**src/rtl/pc_fetch_unit_pkg.sv**
```systemverilog
// rtl/pc_fetch_unit_pkg.sv - shared constants and FSM state type for the PC fetch unit
package pc_fetch_unit_pkg;

   localparam int ADDR_W = 16;
   localparam logic [ADDR_W-1:0] RESET_VECTOR_DEFAULT = 16'h0000;
   localparam logic [ADDR_W-1:0] PC_INCR = 16'd1;

   typedef enum logic [1:0] {
      ST_IDLE  = 2'd0,
      ST_REQ   = 2'd1,
      ST_DRAIN = 2'd2,
      ST_OUT   = 2'd3
   } fetch_state_e;

endpackage

```
**src/rtl/pc_fetch_unit_instr_fifo.sv**
```systemverilog
// rtl/pc_fetch_unit_instr_fifo.sv - 2-entry instruction/PC FIFO with flush, used by the prefetch build
module instr_fifo #(
   parameter int W = 16
) (
   input  logic         clk,
   input  logic         rst_n,
   input  logic         flush,
   input  logic         push,
   input  logic [W-1:0] push_data,
   input  logic [W-1:0] push_pc,
   input  logic         pop,
   output logic [1:0]   level,
   output logic         empty,
   output logic         full,
   output logic [W-1:0] head_data,
   output logic [W-1:0] head_pc
);

   logic [W-1:0] data_q [2];
   logic [W-1:0] data_d [2];
   logic [W-1:0] pc_q [2];
   logic [W-1:0] pc_d [2];
   logic         rd_ptr_q, rd_ptr_d;
   logic         wr_ptr_q, wr_ptr_d;
   logic [1:0]   count_q, count_d;
   logic         do_push, do_pop;

   always_comb begin
      data_d   = data_q;
      pc_d     = pc_q;
      rd_ptr_d = rd_ptr_q;
      wr_ptr_d = wr_ptr_q;
      count_d  = count_q;
      do_pop   = pop && (count_q != 2'd0);
      do_push  = push && ((count_q != 2'd2) || do_pop);
      if (flush) begin
         rd_ptr_d = 1'b0;
         wr_ptr_d = 1'b0;
         count_d  = 2'd0;
      end else begin
         if (do_push) begin
            data_d[wr_ptr_q] = push_data;
            pc_d[wr_ptr_q]   = push_pc;
            wr_ptr_d         = ~wr_ptr_q;
         end
         if (do_pop) begin
            rd_ptr_d = ~rd_ptr_q;
         end
         count_d = count_q + 2'(do_push) - 2'(do_pop);
      end
   end

   always_ff @(posedge clk) begin
      if (!rst_n) begin
         data_q   <= '{default: '0};
         pc_q     <= '{default: '0};
         rd_ptr_q <= 1'b0;
         wr_ptr_q <= 1'b0;
         count_q  <= 2'd0;
      end else begin
         data_q   <= data_d;
         pc_q     <= pc_d;
         rd_ptr_q <= rd_ptr_d;
         wr_ptr_q <= wr_ptr_d;
         count_q  <= count_d;
      end
   end

   assign level     = count_q;
   assign empty     = (count_q == 2'd0);
   assign full      = (count_q == 2'd2);
   assign head_data = data_q[rd_ptr_q];
   assign head_pc   = pc_q[rd_ptr_q];

endmodule

```
**src/rtl/pc_fetch_unit.sv**
```systemverilog
// rtl/pc_fetch_unit.sv - PC register, imem request FSM and decode handoff; adder is external
// PC_FETCH_PREFETCH_EN adds a 2-entry instruction FIFO for back-to-back fetching.
module pc_fetch_unit
   import pc_fetch_unit_pkg::*;
#(
   parameter int                ADDR_W       = pc_fetch_unit_pkg::ADDR_W,
   parameter logic [ADDR_W-1:0] RESET_VECTOR = RESET_VECTOR_DEFAULT
) (
   input  logic              clk,
   input  logic              rst_n,
   output logic [ADDR_W-1:0] add_a,
   output logic [ADDR_W-1:0] add_b,
   input  logic [ADDR_W-1:0] add_sum,
   output logic              imem_req,
   output logic [ADDR_W-1:0] imem_addr,
   input  logic              imem_ack,
   input  logic [ADDR_W-1:0] imem_rdata,
   output logic              instr_valid,
   input  logic              instr_ready,
   output logic [ADDR_W-1:0] instr_data,
   output logic [ADDR_W-1:0] instr_pc,
   input  logic              redirect,
   input  logic [ADDR_W-1:0] redirect_off
);

   fetch_state_e      state_q, state_d;
   logic [ADDR_W-1:0] pc_q, pc_d;
   logic [ADDR_W-1:0] req_addr_q, req_addr_d;

   assign add_a = pc_q;
   assign add_b = redirect ? redirect_off : ADDR_W'(PC_INCR);

`ifdef PC_FETCH_PREFETCH_EN
   logic              fifo_push, fifo_pop, fifo_empty, fifo_full;
   logic [1:0]        fifo_level;
   logic [ADDR_W-1:0] fifo_data, fifo_pc;

   instr_fifo #(.W(ADDR_W)) u_instr_fifo (
      .clk       (clk),
      .rst_n     (rst_n),
      .flush     (redirect),
      .push      (fifo_push),
      .push_data (imem_rdata),
      .push_pc   (pc_q),
      .pop       (fifo_pop),
      .level     (fifo_level),
      .empty     (fifo_empty),
      .full      (fifo_full),
      .head_data (fifo_data),
      .head_pc   (fifo_pc)
   );

   assign instr_valid = !fifo_empty;
   assign instr_data  = fifo_data;
   assign instr_pc    = fifo_pc;
   assign fifo_pop    = instr_valid && instr_ready && !redirect;
`else
   logic              instr_valid_q, instr_valid_d;
   logic [ADDR_W-1:0] instr_data_q, instr_data_d;
   logic [ADDR_W-1:0] instr_pc_q, instr_pc_d;

   assign instr_valid = instr_valid_q;
   assign instr_data  = instr_data_q;
   assign instr_pc    = instr_pc_q;
`endif

   always_comb begin
      state_d    = state_q;
      pc_d       = pc_q;
      req_addr_d = req_addr_q;
      imem_req   = 1'b0;
      imem_addr  = pc_q;
`ifdef PC_FETCH_PREFETCH_EN
      fifo_push  = 1'b0;
`else
      instr_valid_d = instr_valid_q;
      instr_data_d  = instr_data_q;
      instr_pc_d    = instr_pc_q;
`endif
      unique case (state_q)
         ST_IDLE: state_d = ST_REQ;
         ST_REQ: begin
            imem_req   = 1'b1;
            imem_addr  = pc_q;
            req_addr_d = pc_q;
            // A redirect poisons this request; DRAIN waits out its ack on the old address.
            if (redirect) begin
               state_d = imem_ack ? ST_REQ : ST_DRAIN;
            end else if (imem_ack) begin
               pc_d = add_sum;
`ifdef PC_FETCH_PREFETCH_EN
               fifo_push = 1'b1;
               if ((fifo_level == 2'd1) && !fifo_pop) begin
                  state_d = ST_OUT;
               end
`else
               instr_valid_d = 1'b1;
               instr_data_d  = imem_rdata;
               instr_pc_d    = pc_q;
               state_d       = ST_OUT;
`endif
            end
         end
         ST_DRAIN: begin
            imem_req  = 1'b1;
            imem_addr = req_addr_q;
            if (imem_ack) begin
               state_d = ST_REQ;
            end
         end
         ST_OUT: begin
`ifdef PC_FETCH_PREFETCH_EN
            if (redirect || !fifo_full) begin
               state_d = ST_REQ;
            end
`else
            if (redirect || instr_ready) begin
               instr_valid_d = 1'b0;
               state_d       = ST_REQ;
            end
`endif
         end
         default: state_d = ST_IDLE;
      endcase
      if (redirect) begin
         pc_d = add_sum;
      end
   end

   always_ff @(posedge clk) begin
      if (!rst_n) begin
         state_q    <= ST_IDLE;
         pc_q       <= RESET_VECTOR;
         req_addr_q <= RESET_VECTOR;
`ifndef PC_FETCH_PREFETCH_EN
         instr_valid_q <= 1'b0;
         instr_data_q  <= '0;
         instr_pc_q    <= '0;
`endif
      end else begin
         state_q    <= state_d;
         pc_q       <= pc_d;
         req_addr_q <= req_addr_d;
`ifndef PC_FETCH_PREFETCH_EN
         instr_valid_q <= instr_valid_d;
         instr_data_q  <= instr_data_d;
         instr_pc_q    <= instr_pc_d;
`endif
      end
   end

endmodule

```
**config.mk**
```make
export PLATFORM = sky130hd
export DESIGN_NAME = pc_fetch_unit
export DESIGN_NICKNAME = d
export VERILOG_FILES = /design/src/rtl/pc_fetch_unit_pkg.sv /design/src/rtl/pc_fetch_unit_instr_fifo.sv /design/src/rtl/pc_fetch_unit.sv
export SDC_FILE = /design/constraint.sdc
export NUM_CORES = 1
export LEC_CHECK = 0
export CORE_MARGIN = 10
export CORE_UTILIZATION = 45
export CTS_CLUSTER_SIZE = 14
export DETAILED_ROUTE_END_ITERATION = 6
export PLACE_DENSITY = 0.86
export SETUP_SLACK_MARGIN = 0.15
export SYNTH_ARGS = -nofsm -noshare
export SYNTH_HDL_FRONTEND = slang
export SYNTH_HIERARCHICAL = 1
export SYNTH_SLANG_ARGS = --single-unit
```
**constraint.sdc**
```tcl
create_clock -name clk -period 3.11 [get_ports clk]
set_clock_uncertainty 0.05 [all_clocks]
set_input_delay 0.311 -clock clk [delete_from_list [all_inputs] [get_ports clk]]
set_output_delay 0.311 -clock clk [all_outputs]
set_load 0.005 [all_outputs]
```
* Yosys cells after proc, flatten, opt, wreduce, memory -nomap -nowiden
Cells that the tools add are included.
Cells by class: eq/ne operators 8, bitwise gates (word level) 1, reduce and logical (&&, ||, !) cells 10, multiplexer cells 16
Operators with widths (count):
- two-way mux 16 bit | 5
- two-way mux 2 bit | 5
- inequality test 2 bit (second input constant) | 4
- case mux 2 bit (4 select lines) | 1
- AND reduction 3 bit | 2
- nonzero test 2 bit | 3
- equality test 2 bit (second input constant) | 2
- two-way mux 1 bit | 4
- AND reduction 4 bit | 1
- inequality test 3 bit (second input constant) | 1
- equality test 2 x 1 -> 1 bit (second input constant) | 1
- logical NOT 2 bit | 1
- case mux 1 bit (2 select lines) | 1
- AND reduction 2 bit | 1
- OR reduction 2 bit | 1
- logical OR 1 bit | 1
- NOT 1 bit | 1
Word-level totals: bits in registers 67, output and inout bits 82

* Longest topological paths before layout
word-level depth 3, mapped depth 8, mapped depth without buffers 5

* Worst setup path before layout
No wires, ideal clock.
kind register to output, from register state_q[1], to output port imem_addr[10], arrival 1271 ps, buffers on the path 2, setup slack 1478 ps, required time 2749 ps, stages on the path, launching flop included 5, cell sequence dfxtp_1 -> ha_1 -> buf_2 -> buf_2 -> mux2_2
Between the ends: longest elaborated chain between the ends 2
Ends and longest elaborated chain:
- start: declaration | RTL line pc_fetch_unit.sv:26 | fetch_state_e state_q, state_d;
- start signal: assignment | RTL line pc_fetch_unit.sv:141 | state_q <= state_d;
- equality test 2 bit | RTL line pc_fetch_unit.sv:80 | unique case (state_q)
- two-way mux 16 bit | RTL line pc_fetch_unit.sv:80
- end: declaration | RTL line pc_fetch_unit.sv:15 | output logic [ADDR_W-1:0] imem_addr,
Every way passes these cells.

* Worst setup path in the final report
from register state_q[1], to output port imem_addr[8]
Same word-level chain as after synthesis.

==> flow_metrics.env <==
export IMPL_status="completed"
export IMPL_yosys_register_bits=67
export IMPL_wl_per_cell_um=16.6
export IMPL_finalPower_w=0.00192
export IMPL_postCtsSetupBuffers=0
export IMPL_cp_required_ns=2.75
export IMPL_overflow=0
export IMPL_grt_pass1_wl_mm=13.9
export IMPL_finalCriticalPeriod_ns=2.59
export IMPL_areaGrowthSynthToFinish_pct=50.0
export IMPL_criticalPathCategory="reg -> out"
export IMPL_hold_viol_final=0
export IMPL_clk_pin_slew_ns=0.07
export IMPL_cts_buffer_depth=2
export IMPL_cts_max_level=3
export IMPL_post_synth_top_count_cell="nand2_1"
export IMPL_syn_instance_count=330
export IMPL_finalNetCount=513
export IMPL_clockRootBuffer="clkbuf_8"
export IMPL_r2r_start="state_q[0]"
export IMPL_yosys_top_cells_count="nand2_1, dfxtp_1, a21boi_1"
export IMPL_grtUsageTotal=0.167
export IMPL_die_width_um=101
export IMPL_post_route_period_util=0.831
export IMPL_synth_edf_count=0
export IMPL_crit_chain="ha_1, buf_4, mux2_2, clkdlybuf4s50_1"
export IMPL_antennaDiodeCount=0
export IMPL_syn_cell_area_sq_um=2980
export IMPL_io_buffers=134
export IMPL_die_area_sq_um=10300
export IMPL_drc=0
export IMPL_core_sq_um=6390
export IMPL_ios=135
export IMPL_grt_setup_unrepaired="no"
export IMPL_fmaxAchievable_mhz=387
export IMPL_worstMarginPinSlew_ns=0.976
export IMPL_grt_max_degree=70
export IMPL_cts_num_sinks=67
export IMPL_cts_tree="done"
export IMPL_first_global_vias=2675
export IMPL_rows=29
export IMPL_p_leak_nw=1.68
export IMPL_ant_nets=0
export IMPL_dp_hpwl_mm=6.62
export IMPL_slew_viol_final=0
export IMPL_dr_pass1_iters=4
export IMPL_crit_arrival_ns=2.22
export IMPL_r2r_slack_ns=0.92
export IMPL_crit_path_start="state_q[1]"
export IMPL_cp_endpoint="imem_addr[8]"
export IMPL_r2r_end="add_a[2]"
export IMPL_critPathSlowestCell="clkdlybuf4s50_1"
export IMPL_async_flop_share=0
export IMPL_fillers=513
export IMPL_cp_end_kind="primary output"
export IMPL_cap_viol_max_count=0
export IMPL_setup_violations_final=0
export IMPL_p_per_area_nw_per_um2=429
export IMPL_hp_class="reg -> reg"
export IMPL_cts_repair_resized=0
export IMPL_num_vias=2701
export IMPL_netlist_area_leader_share=0.449
export IMPL_cts_hold_buf=0
export IMPL_cts_made_buffers=9
export IMPL_drive_above_1_share=0.0974
export IMPL_fin_util=0.701
export IMPL_drt_iter0_markers=136
export IMPL_setup_tns_final_ns=0
export IMPL_yosysUniqueCellTypes=30
export IMPL_start_util=0.467
export IMPL_slew_headroom=0.349
export IMPL_yosysWarnings=6
export IMPL_synthTopCellsByArea="dfxtp_1, nand2_1, a21boi_1, mux2_2, mux2i_1"
export IMPL_die_y_um=101
export IMPL_wl_mm=8.95
export IMPL_antenna_found_initial=0
export IMPL_syn_num_nets=386
export IMPL_vias_per_cell=5.01
export IMPL_ys_flop_type="dfxtp_1"
export IMPL_peakVddDrop_mv=0.349
export IMPL_cp_max_fo=12
export IMPL_worst_path_largest_cell_delay_ns=0.46
export IMPL_avgSynthCellArea_sq_um=9.04
export IMPL_yosysSeqAreaShare=0.449
export IMPL_yosys_area_top_type="dfxtp_1"
export IMPL_gp_congestion=0.730
export IMPL_clkLatencyLatePin_ns=0.33
export IMPL_crit_path_start_kind="flop"
export IMPL_rr_worst_depth=5
## how the worst min path moves through the flow
stage | startpoint | endpoint | slack (ns) | cells past startpoint
finish | instr_pc[6] | instr_pc[6] | 0.40 | 2
global route | instr_pc[1] | instr_pc[1] | 0.43 | 2
CTS | instr_pc[14] | instr_pc[14] | 0.41 | 2
detailed placement | instr_pc[14] | instr_pc[14] | 0.40 | 2
global placement | instr_data[2] | instr_data[2] | 0.39 | 2
floorplan | imem_rdata[0] | instr_data[0] | 0.40 | 2
## registers in the layout, indices dropped and copies added, names as in the netlist
name,flops
instr_pc,16
state_q,2
add_a,16
instr_valid,1
instr_data,16
req_addr_q,16
## cells by family (layout without fill, tap and decap cells)
family,count (synthesis),after routing,share of synthesized area
AND/OR/NAND/NOR,143,143,0.218
flip-flops,67,67,0.449
AO/OA/AOI/OAI,57,57,0.150
multiplexers,32,32,0.114
buffers and inverters,28,160,0.0562
adder cells (fa/ha/maj),3,3,0.0126
## per-layer routing
metal / share of wire / vias to the layer above / GRT usage
met5: 0 / - / 0
met3: 0.075 / 6 / 0.0633
li1: - / 1336 / -
met4: 0.0064 / 0 / 0.0461
met1: 0.41 / 1278 / 0.187
met2: 0.51 / 81 / 0.291
## critical path: cells and delay by family, from the launching register on
kind,cells,cell delay [ns]
flops,1,0.40
mux,1,0.35
buf+inv,2,0.75
fa+ha+maj,1,0.38
## cells in the final DEF, fill, tap and decap left out, drive strengths merged
cell type / instances
nand2b: 1
buf: 7
o21ai: 1
inv: 5
o21bai: 1
or3b: 1
o2111ai: 1
a21o: 1
dfxtp: 67
nand3b: 1
a221oi: 1
o221a: 1
o31ai: 1
nand3: 3
a21oi: 1
mux2: 16
clkbuf: 9
nand2: 97
and2: 15
nor3: 1
nor2b: 20
and3b: 1
clkinv: 4
clkinvlp: 2
mux2i: 16
nor2: 3
a21boi: 49
ha: 3
clkdlybuf4s50: 133
## final cells by class
type	instances	area, sq um	area share
Clock buffer	9	124	0.0277
Clock inverter	7	43.8	0.00978
Inverter	4	15.0	0.00335
Multi-Input combinational cell	235	1480	0.330
Sequential cell	67	1340	0.300
Tap cell	77	96.3	0.0215
Timing Repair Buffer	140	1380	0.309
## where the power goes
part	total [W]	switching, W	internal, W
combinational	0.000373	0.000146	0.000227
clock	0.000621	0.000335	0.000286
sequential	0.000928	0.0000326	0.000896
total	0.00192	0.000513	0.00141
## metrics by stage
stage,hold slack [ns],worst slack [ns],std cells,cell area [sq um]
after global placement,0.391,0.854,523,4310
after floorplan,0.396,1.48,330,2980
final,0.404,0.524,539,4480
after CTS,0.406,0.488,539,4480
after global routing,0.428,0.393,539,4480
after detailed placement,0.396,0.803,523,4310
(Power assumes the default switching activity.)
